`src/rtl/text_console_pkg.sv`:
```
// Shared character codes and FSM encoding for the text console buffer.
package text_console_pkg;
  localparam logic [7:0] CHAR_BS    = 8'h08;
  localparam logic [7:0] CHAR_LF    = 8'h0A;
  localparam logic [7:0] CHAR_FF    = 8'h0C;
  localparam logic [7:0] CHAR_CR    = 8'h0D;
  localparam logic [7:0] CHAR_SPACE = 8'h20;
  localparam logic [7:0] PRINT_MIN  = 8'h20;
  localparam logic [7:0] PRINT_MAX  = 8'h7E;

  localparam logic [1:0] ST_IDLE      = 2'd0;
  localparam logic [1:0] ST_CLEAR_ROW = 2'd1;
  localparam logic [1:0] ST_CLEAR_ALL = 2'd2;

  function automatic logic is_printable(input logic [7:0] b);
    return (b >= PRINT_MIN) && (b <= PRINT_MAX);
  endfunction
endpackage

```
`src/rtl/text_ram.sv`:
```
// Simple dual-port character RAM: synchronous write, synchronous read-first read.
module text_ram #(
  parameter int DEPTH  = 128,
  parameter int ADDR_W = $clog2(DEPTH)
) (
  input  logic              clk,
  input  logic              we,
  input  logic [ADDR_W-1:0] wr_addr,
  input  logic [7:0]        wr_data,
  input  logic [ADDR_W-1:0] rd_addr,
  output logic [7:0]        rd_q
);
  logic [7:0] mem [DEPTH];

  always_ff @(posedge clk) begin
    if (we) mem[wr_addr] <= wr_data;
    rd_q <= mem[rd_addr];
  end
endmodule

```
`src/rtl/text_console_buffer.sv`:
```
// Byte-stream text console: cursor/clear FSM, scrolling row map and renderer read port.
module text_console_buffer
  import text_console_pkg::*;
#(
  parameter int COLS  = 32,
  parameter int ROWS  = 4,
  parameter int COL_W = $clog2(COLS),
  parameter int ROW_W = $clog2(ROWS)
) (
  input  logic             clk,
  input  logic             reset,
  input  logic [7:0]       rx_data,
  input  logic             rx_valid,
  output logic             rx_ready,
  input  logic             mode_scroll,
  input  logic [ROW_W-1:0] rd_row,
  input  logic [COL_W-1:0] rd_col,
  output logic [7:0]       rd_data,
  output logic [ROW_W-1:0] cur_row,
  output logic [COL_W-1:0] cur_col,
  output logic             overrun
);
  localparam int CELLS  = ROWS * COLS;
  localparam int ADDR_W = $clog2(CELLS);

  logic [1:0]        state;
  logic [ADDR_W-1:0] clr_cnt;
  logic [ROW_W-1:0]  clr_row;
  logic [ROW_W-1:0]  top;
  logic [ROW_W-1:0]  cur_phys;
  logic [ROW_W-1:0]  next_top;
  logic              accept;
  logic              last_col;
  logic              last_row;
  logic              newline;
  logic              we;
  logic [ADDR_W-1:0] wr_addr;
  logic [7:0]        wr_data;
  logic [ADDR_W-1:0] rd_addr_p0;
  logic              rd_oor_p0;
  logic              rd_blank_p1;
  logic [7:0]        ram_q_p1;

  // Modular add without relying on power-of-two wraparound.
  function automatic logic [ROW_W-1:0] phys_row(input logic [ROW_W-1:0] l,
                                               input logic [ROW_W-1:0] t);
    logic [ROW_W:0] s;
    s = {1'b0, l} + {1'b0, t};
    if (s >= (ROW_W+1)'(ROWS)) s = s - (ROW_W+1)'(ROWS);
    return s[ROW_W-1:0];
  endfunction

  function automatic logic [ADDR_W-1:0] cell_addr(input logic [ROW_W-1:0] r,
                                                 input logic [COL_W-1:0] c);
    return ADDR_W'(int'(r) * COLS + int'(c));
  endfunction

  assign rx_ready = (state == ST_IDLE);
  assign accept   = rx_valid && rx_ready;
  assign cur_phys = phys_row(cur_row, top);
  assign last_col = (cur_col == COL_W'(COLS-1));
  assign last_row = (cur_row == ROW_W'(ROWS-1));
  assign newline  = (rx_data == CHAR_LF) || (is_printable(rx_data) && last_col);
  assign next_top = (top == ROW_W'(ROWS-1)) ? '0 : top + ROW_W'(1);

  always_comb begin
    we      = 1'b0;
    wr_addr = '0;
    wr_data = CHAR_SPACE;
    case (state)
      ST_CLEAR_ALL: begin
        we      = 1'b1;
        wr_addr = clr_cnt;
      end
      ST_CLEAR_ROW: begin
        we      = 1'b1;
        wr_addr = cell_addr(clr_row, clr_cnt[COL_W-1:0]);
      end
      default: begin
        if (accept) begin
          if (is_printable(rx_data)) begin
            we      = 1'b1;
            wr_addr = cell_addr(cur_phys, cur_col);
            wr_data = rx_data;
          end else if ((rx_data == CHAR_BS) && (cur_col != '0)) begin
            we      = 1'b1;
            wr_addr = cell_addr(cur_phys, cur_col - COL_W'(1));
          end
        end
      end
    endcase
  end

  // Read stage p0: map logical row through top and flag out-of-range coordinates.
  assign rd_oor_p0  = ({1'b0, rd_row} >= (ROW_W+1)'(ROWS)) ||
                      ({1'b0, rd_col} >= (COL_W+1)'(COLS));
  assign rd_addr_p0 = cell_addr(phys_row(rd_row, top), rd_col);

  text_ram #(.DEPTH(CELLS), .ADDR_W(ADDR_W)) u_ram (
    .clk    (clk),
    .we     (we),
    .wr_addr(wr_addr),
    .wr_data(wr_data),
    .rd_addr(rd_addr_p0),
    .rd_q   (ram_q_p1)
  );

  // Read stage p1: RAM output, blanked for out-of-range or straight after reset.
  assign rd_data = rd_blank_p1 ? 8'h00 : ram_q_p1;

  always_ff @(posedge clk or posedge reset) begin
    if (reset) begin
      state       <= ST_CLEAR_ALL;
      clr_cnt     <= '0;
      clr_row     <= '0;
      top         <= '0;
      cur_row     <= '0;
      cur_col     <= '0;
      overrun     <= 1'b0;
      rd_blank_p1 <= 1'b1;
    end else begin
      rd_blank_p1 <= rd_oor_p0;
      if (rx_valid && !rx_ready) overrun <= 1'b1;
      case (state)
        ST_IDLE: begin
          if (accept) begin
            if (rx_data == CHAR_FF) begin
              state   <= ST_CLEAR_ALL;
              clr_cnt <= '0;
              top     <= '0;
              cur_row <= '0;
              cur_col <= '0;
            end else if (rx_data == CHAR_CR) begin
              cur_col <= '0;
            end else if (rx_data == CHAR_BS) begin
              if (cur_col != '0) cur_col <= cur_col - COL_W'(1);
            end else if (newline) begin
              cur_col <= '0;
              if (!last_row) begin
                cur_row <= cur_row + ROW_W'(1);
              end else begin
                // Both modes blank the physical row currently at the top.
                state   <= ST_CLEAR_ROW;
                clr_cnt <= '0;
                clr_row <= top;
                if (mode_scroll) top <= next_top;
                else             cur_row <= '0;
              end
            end else if (is_printable(rx_data)) begin
              cur_col <= cur_col + COL_W'(1);
            end
          end
        end
        ST_CLEAR_ROW: begin
          if (clr_cnt[COL_W-1:0] == COL_W'(COLS-1)) state <= ST_IDLE;
          else clr_cnt <= clr_cnt + ADDR_W'(1);
        end
        ST_CLEAR_ALL: begin
          if (clr_cnt == ADDR_W'(CELLS-1)) state <= ST_IDLE;
          else clr_cnt <= clr_cnt + ADDR_W'(1);
        end
        default: begin
          state   <= ST_CLEAR_ALL;
          clr_cnt <= '0;
        end
      endcase
    end
  end
endmodule

```
`config.mk`:
```
export PLATFORM = sky130hd
export DESIGN_NAME = text_console_buffer
export DESIGN_NICKNAME = d
export VERILOG_FILES = /design/src/rtl/text_console_pkg.sv /design/src/rtl/text_ram.sv /design/src/rtl/text_console_buffer.sv
export SDC_FILE = /design/constraint.sdc
export NUM_CORES = 1
export LEC_CHECK = 0
export ABC_AREA = 1
export ABC_CLOCK_PERIOD_IN_PS = 17100
export BUFFER_PORTS_ARGS = -buffer_cell sky130_fd_sc_hd__buf_4
export CORE_ASPECT_RATIO = 1.2
export CORE_UTILIZATION = 60
export CTS_CLUSTER_DIAMETER = 100
export DETAILED_ROUTE_END_ITERATION = 6
export PLACE_DENSITY = 0.76
export SETUP_SLACK_MARGIN = 0.3
export SLEW_MARGIN = 10
export SYNTH_ARGS = -nofsm -noshare
export SYNTH_HDL_FRONTEND = slang
export SYNTH_HIERARCHICAL = 1
export SYNTH_SLANG_ARGS = --single-unit
```
`constraint.sdc`:
```
create_clock -name clk -period 17.1 [get_ports clk]
set_clock_uncertainty 0.1 [all_clocks]
set_input_delay 4.275 -clock clk [delete_from_list [all_inputs] [get_ports clk]]
set_output_delay 4.275 -clock clk [all_outputs]
set_load 0.02 [all_outputs]
```
; Word level (Yosys, flattened, before mapping)
; Memories as Yosys holds them, arrays and structs flattened. A register that Yosys moved wholly into a read port is not among the register bits.
; Cells that the tools add are included.
[op_classes]
n_mul = 0
magnitude_cmp = 4
n_mux = 53
n_eq_ne = 24
shifts = 0
n_reduce_logical = 20
bitwise = 3
n_div = 0
n_addsub = 13
[op_table]
columns = operator, n
row1 = 7-bit 2-to-1 mux, 11
row2 = 2-bit 2-to-1 mux, 23
row3 = "8-bit by 4-bit == test with 1-bit output, second input constant", 4
row4 = 8-bit 2-to-1 mux, 4
row5 = 5-bit 2-to-1 mux, 6
row6 = 7-bit by 5-bit adder with 7-bit output, 4
row7 = 7-bit AND reduction, 4
row8 = 7-bit one-hot mux with 3 select lines, 1
row9 = 7-bit one-hot mux with 2 select lines, 1
row10 = "5-bit == test, second input constant", 2
row11 = "2-bit != test, second input constant", 5
row12 = 5-bit nonzero test, 2
row13 = "8-bit by 6-bit >= comparator with 1-bit output, second input constant", 1
row14 = "8-bit by 7-bit <= comparator with 1-bit output, second input constant", 1
row15 = "7-bit by 1-bit adder with 7-bit output, second input constant", 1
row16 = "7-bit == test, second input constant", 1
row17 = 2-bit by 2-bit adder with 3-bit output, 2
row18 = "2-bit == test, second input constant", 3
row19 = "3-bit >= comparator, second input constant", 2
row20 = 1-bit 2-to-1 mux, 6
row21 = "3-bit by 1-bit != test with 1-bit output, second input constant", 2
row22 = "3-bit by 2-bit != test with 1-bit output, second input constant", 2
row23 = 2-bit one-hot mux with 3 select lines, 1
row24 = 6-bit AND reduction, 1
row25 = 16 further kinds, 27
[totals]
memories = 1
wordCells = 126
rom_bits = 0
output_inout_bits = 17
register_bits = 22
latch_bits = 0
mem_bits_rw = 1024
inputBits = 19
[mem_list]
columns = name, words, width, read_ports, rd_ports_with_merged_regs, write_ports, line
row1 = u_ram.mem, 128, 8, 1, 1, 1, text_ram.sv:13  ; logic [7:0] mem [DEPTH];

; Longest topological paths before layout
[logic_depth]
word_depth = 10
ltp_mapped = 16

; Modules after synthesis
; The synthesis kept the hierarchy.
[modules_own_cells]
columns = mod, cells_per_inst, area_per_inst_um2, instances
row1 = text_ram, 3575, 42104.1, 1
row2 = text_console_buffer, 306, 2029.4, 1

; Least setup slack after synthesis
; OpenSTA, ideal clock, no wires.
[synth_timing]
path_type = input -> register
from = input port rx_valid
to = memory u_ram.mem[0][0], data pin
setup_time_ps = 1153
setup_slack_ps = 6192
cell_stages = 4
arrival_time_ps = 9656
n_path_buf = 0
path_cell_list = nand2_1 > nor2_1 > inv_1 > nor3_1
[synth_via]
elab_chain_len = 3
[synth_lines]
columns = item, line
row1 = "start, declared", text_console_buffer.sv:13  ; input logic rx_valid,
row2 = 1-bit logical AND, text_console_buffer.sv:59  ; assign accept = rx_valid && rx_ready;
row3 = 8-bit 2-to-1 mux, text_console_buffer.sv:80  ; if (accept) begin
row4 = 8-bit 2-to-1 mux, text_console_buffer.sv:70  ; case (state)
row5 = named net wr_data[0], text_console_buffer.sv:38  ; logic [7:0] wr_data;
row6 = "end, declared", text_ram.sv:13
; The timed path passes the listed nets, and every way through them passes these cells.

; Worst setup path in the final report
[layout_timing]
from = input port rd_col[0]
to = register u_ram.rd_q[1], read port of u_ram.mem
[layout_via]
elab_chain_len = 1
[layout_lines]
columns = item, line
row1 = "start, declared", text_console_buffer.sv:17  ; input logic [COL_W-1:0] rd_col,
row2 = 7-bit by 5-bit adder with 7-bit output, text_console_buffer.sv:55  ; return ADDR_W'(int'(r) * COLS + int'(c));
row3 = "end, declared", text_ram.sv:11  ; output logic [7:0] rd_q
; No other way between the ends.
; A chain may end at the register's enable or synchronous reset.

==> flow_summary.json <==
{
  "critPathCaptureType": "flip-flop",
  "yosys_warnings": 6,
  "synthTopCellsByCount": "nand2_1 (1312), edfxtp_1 (1024), nand3_1 (945), nor2_1 (161), buf_2 (123)",
  "maxCapViolations": 0,
  "cpLargestDelayFamily": "buffers and inverters",
  "crit_type": "in2reg",
  "grt_use_total": 0.292,
  "die_w_um": 250,
  "critPathLaunch": "rd_col[0]",
  "p_leak_nw": 17.9,
  "drive_above_1_share": 0.0649,
  "synth_edf_count": 1024,
  "antenna_found_initial": 0,
  "synth-main-ff-cell": "edfxtp_1",
  "hpwl_um": 61600,
  "period_minus_slack_ns": 8.11,
  "clock_power_share": 0.390,
  "clk_latency_ns": 0.65,
  "antenna_cells": 0,
  "setup_tns_ns": 0,
  "syn_inst": 3881,
  "root_buffer": "clkbuf_16",
  "ir_drop_mv": 0.102,
  "dr.pass1.iters": 7,
  "synth_top_area_share": 0.697,
  "io_buffers": 35,
  "fin_cells": 4956,
  "initial_core_util": 0.608,
  "finalMaxSlewViolations": 0,
  "slowest_delay_ns": 1.02,
  "ys_types": 38,
  "routedWlPerCell_um": 22.0,
  "yosysMostFrequentCell": "nand2_1",
  "postCtsHoldBufs": 0,
  "synth_async_sr_flop_share": 0.0209,
  "dp.cells": 4779,
  "fin_util": 0.667,
  "antenna_left": 0,
  "vias": 29700,
  "grt_max_degree": 253,
  "nNetsFinal": 3973,
  "rsz0062_at_grt": "no",
  "drc": 0,
  "fmax_ghz": 0.123,
  "cts_tree": "done",
  "netlist_area_um2": 44100,
  "io_pins": 36,
  "crit_chain": "buf_8, inv_16, buf_4, buf_4, nand2_1, nand3_1, nand3_1, nand3_1, nand2_1, nand2_1, nand3_1, nand2_1, nand2_1, nand2_1",
  "start_kind": "input port",
  "core.rowCount": 108,
  "p_int_mw": 4.35,
  "clock_path_buffers": 3,
  "p_per_area_nw_per_um2": 119,
  "post_cts_buffers": 0,
  "synth_area_leaders": "edfxtp_1 (70%), nand2_1 (11%), nand3_1 (11%), buf_2 (1.4%), nor2_1 (1.4%)",
  "min_from": "overrun",
  "hold_viol_final": 0,
  "worstMarginPinSlew_ns": 1.18,
  "timing.critical_path.mode_cell": "nand2_1",
  "critPathRequiredTime_ns": 17.60,
  "core_um2": 72600,
  "drtIter0Drc": 4049,
  "critical_path.max_fanout": 252,
  "finalInstanceArea_um2": 48400,
  "crit_buf_inv": 4,
  "grt_pass1_vias": 28800,
  "syn_avg_cell_area_um2": 11.4,
  "setup_viol": 0,
  "clk_pin_slew_ns": 0.06,
  "wirelength_um": 109000,
  "power_frac_seq": 0.508,
  "p_sw_frac": 0.245,
  "finalCritPeriodShare": 0.474,
  "cts_buffers": 95,
  "ctsResizeCount": 0,
  "syn2layout_area_growth_pct": 9.59,
  "cts_htree_levels": 3,
  "viasPerCell": 6.00,
  "ys_ff_latch": 1054,
  "crit_path_top_delay_cell": "buf_4",
  "gp_congestion": 0.957,
  "synth_top_area_cell": "edfxtp_1",
  "timing.rr.start": "state[1]",
  "ys_seq_area_frac": 0.713,
  "hold_ws_ns": 0.383,
  "die_h_um": 299,
  "status": "finished clean",
  "grt_pass1_wl_um": 165000,
  "grt-ovfl-total": 0,
  "combPwrFrac": 0.102,
  "relSlewSlack": 0.213,
  "cts.sinks": 1054,
  "worstPathArrival_ns": 8.61,
  "dpl-instance-area_um2": 45000,
  "hold_path_class": "reg2reg",
  "dieArea_um2": 74600,
  "switchingPower_mw": 1.41
}
[path summary, 6_finish.rpt]
check	slack (ns)	end	depth (start not counted)
worst max-delay path	8.99	u_ram/rd_q[1]	14
worst min-delay path	0.38	overrun	1
worst max register to register	12.32	u_ram/mem[61][5]	10
worst min register to register	0.38	overrun	1
max in group asynchronous	12.59	top[0]	2
min in group asynchronous	3.73	state[0]	2
[logic make-up (layout without fill, tap and decap cells)]
kind of cell,after synthesis,after routing,synth area share
and+or+nand+nor,2471,2471,0.241
DFF,1054,1054,0.713
buffers and inverters,309,321,0.0373
AOI/OAI and AO/OA,23,23,0.00343
adders and majority gates,13,13,0.00369
xor gates and xnor gates,10,10,0.00198
other,1,129,0.0000850
[per-layer routing]
| layer | track usage | vias to the layer above | part of all wire | wire [µm] |
|---|---|---|---|---|
| li1 | - | 13500 | - | - |
| met1 | 0.375 | 14200 | 0.36 | 39300 |
| met2 | 0.494 | 1681 | 0.49 | 53900 |
| met3 | 0.0384 | 320 | 0.096 | 10500 |
| met4 | 0.144 | 2 | 0.048 | 5240 |
| met5 | 0.00508 | - | 0.00031 | 34 |
[metrics by stage]
stage	total power, mW	worst slack [ns]
6_report	5.76	8.99
5_1_grt	5.91	8.87
2_1_floorplan	3.35	6.19
3_5_place_dp	3.55	8.57
4_1_cts	5.76	9.23
3_3_place_gp	3.54	8.60
[power groups by stage]
stage | registers [mW] | clock network (mW) | logic (mW)
5_1_grt | 2.92 | 2.36 | 0.632
4_1_cts | 2.92 | 2.26 | 0.578
2_1_floorplan | 2.98 | 0 | 0.371
3_3_place_gp | 2.97 | 0 | 0.562
3_5_place_dp | 2.98 | 0 | 0.574
6_report | 2.92 | 2.24 | 0.590
[registers in the layout, indices dropped and copies added (netlist names)]
name / cells
top: 2
cur_col: 5
clr_cnt: 7
clr_row: 2
cur_row: 2
u_ram/rd_q: 8
rd_blank_p1: 1
overrun: 1
state: 2
u_ram/mem: 1024
[cell usage in the layout (no fill, tap or decap), drive strengths merged, types with 12 or more instances in the layout]
master	netlist	final
nand2	1320	1320
edfxtp	1024	1024
nand3	949	949
nor2	167	167
conb	1	129
clkbuf	37	116
inv	72	74
buf	200	71
clkinv	0	38
dfrtp	20	20
bufinv	0	16
nor3	16	16
nand4	14	14
ha	13	13
o21ai	12	12
[cell type report]
class                           instances  area, µm²
Sequential cell                      1054      31500
Fill cell                            5138      24200
Multi-Input combinational cell       2646      11600
Clock buffer                          115       2570
Tap cell                              935       1170
Clock inverter                         62        749
Timing Repair Buffer                   72        567
Inverter                               72        298
Note: power is estimated with default switching activity, not from simulation.
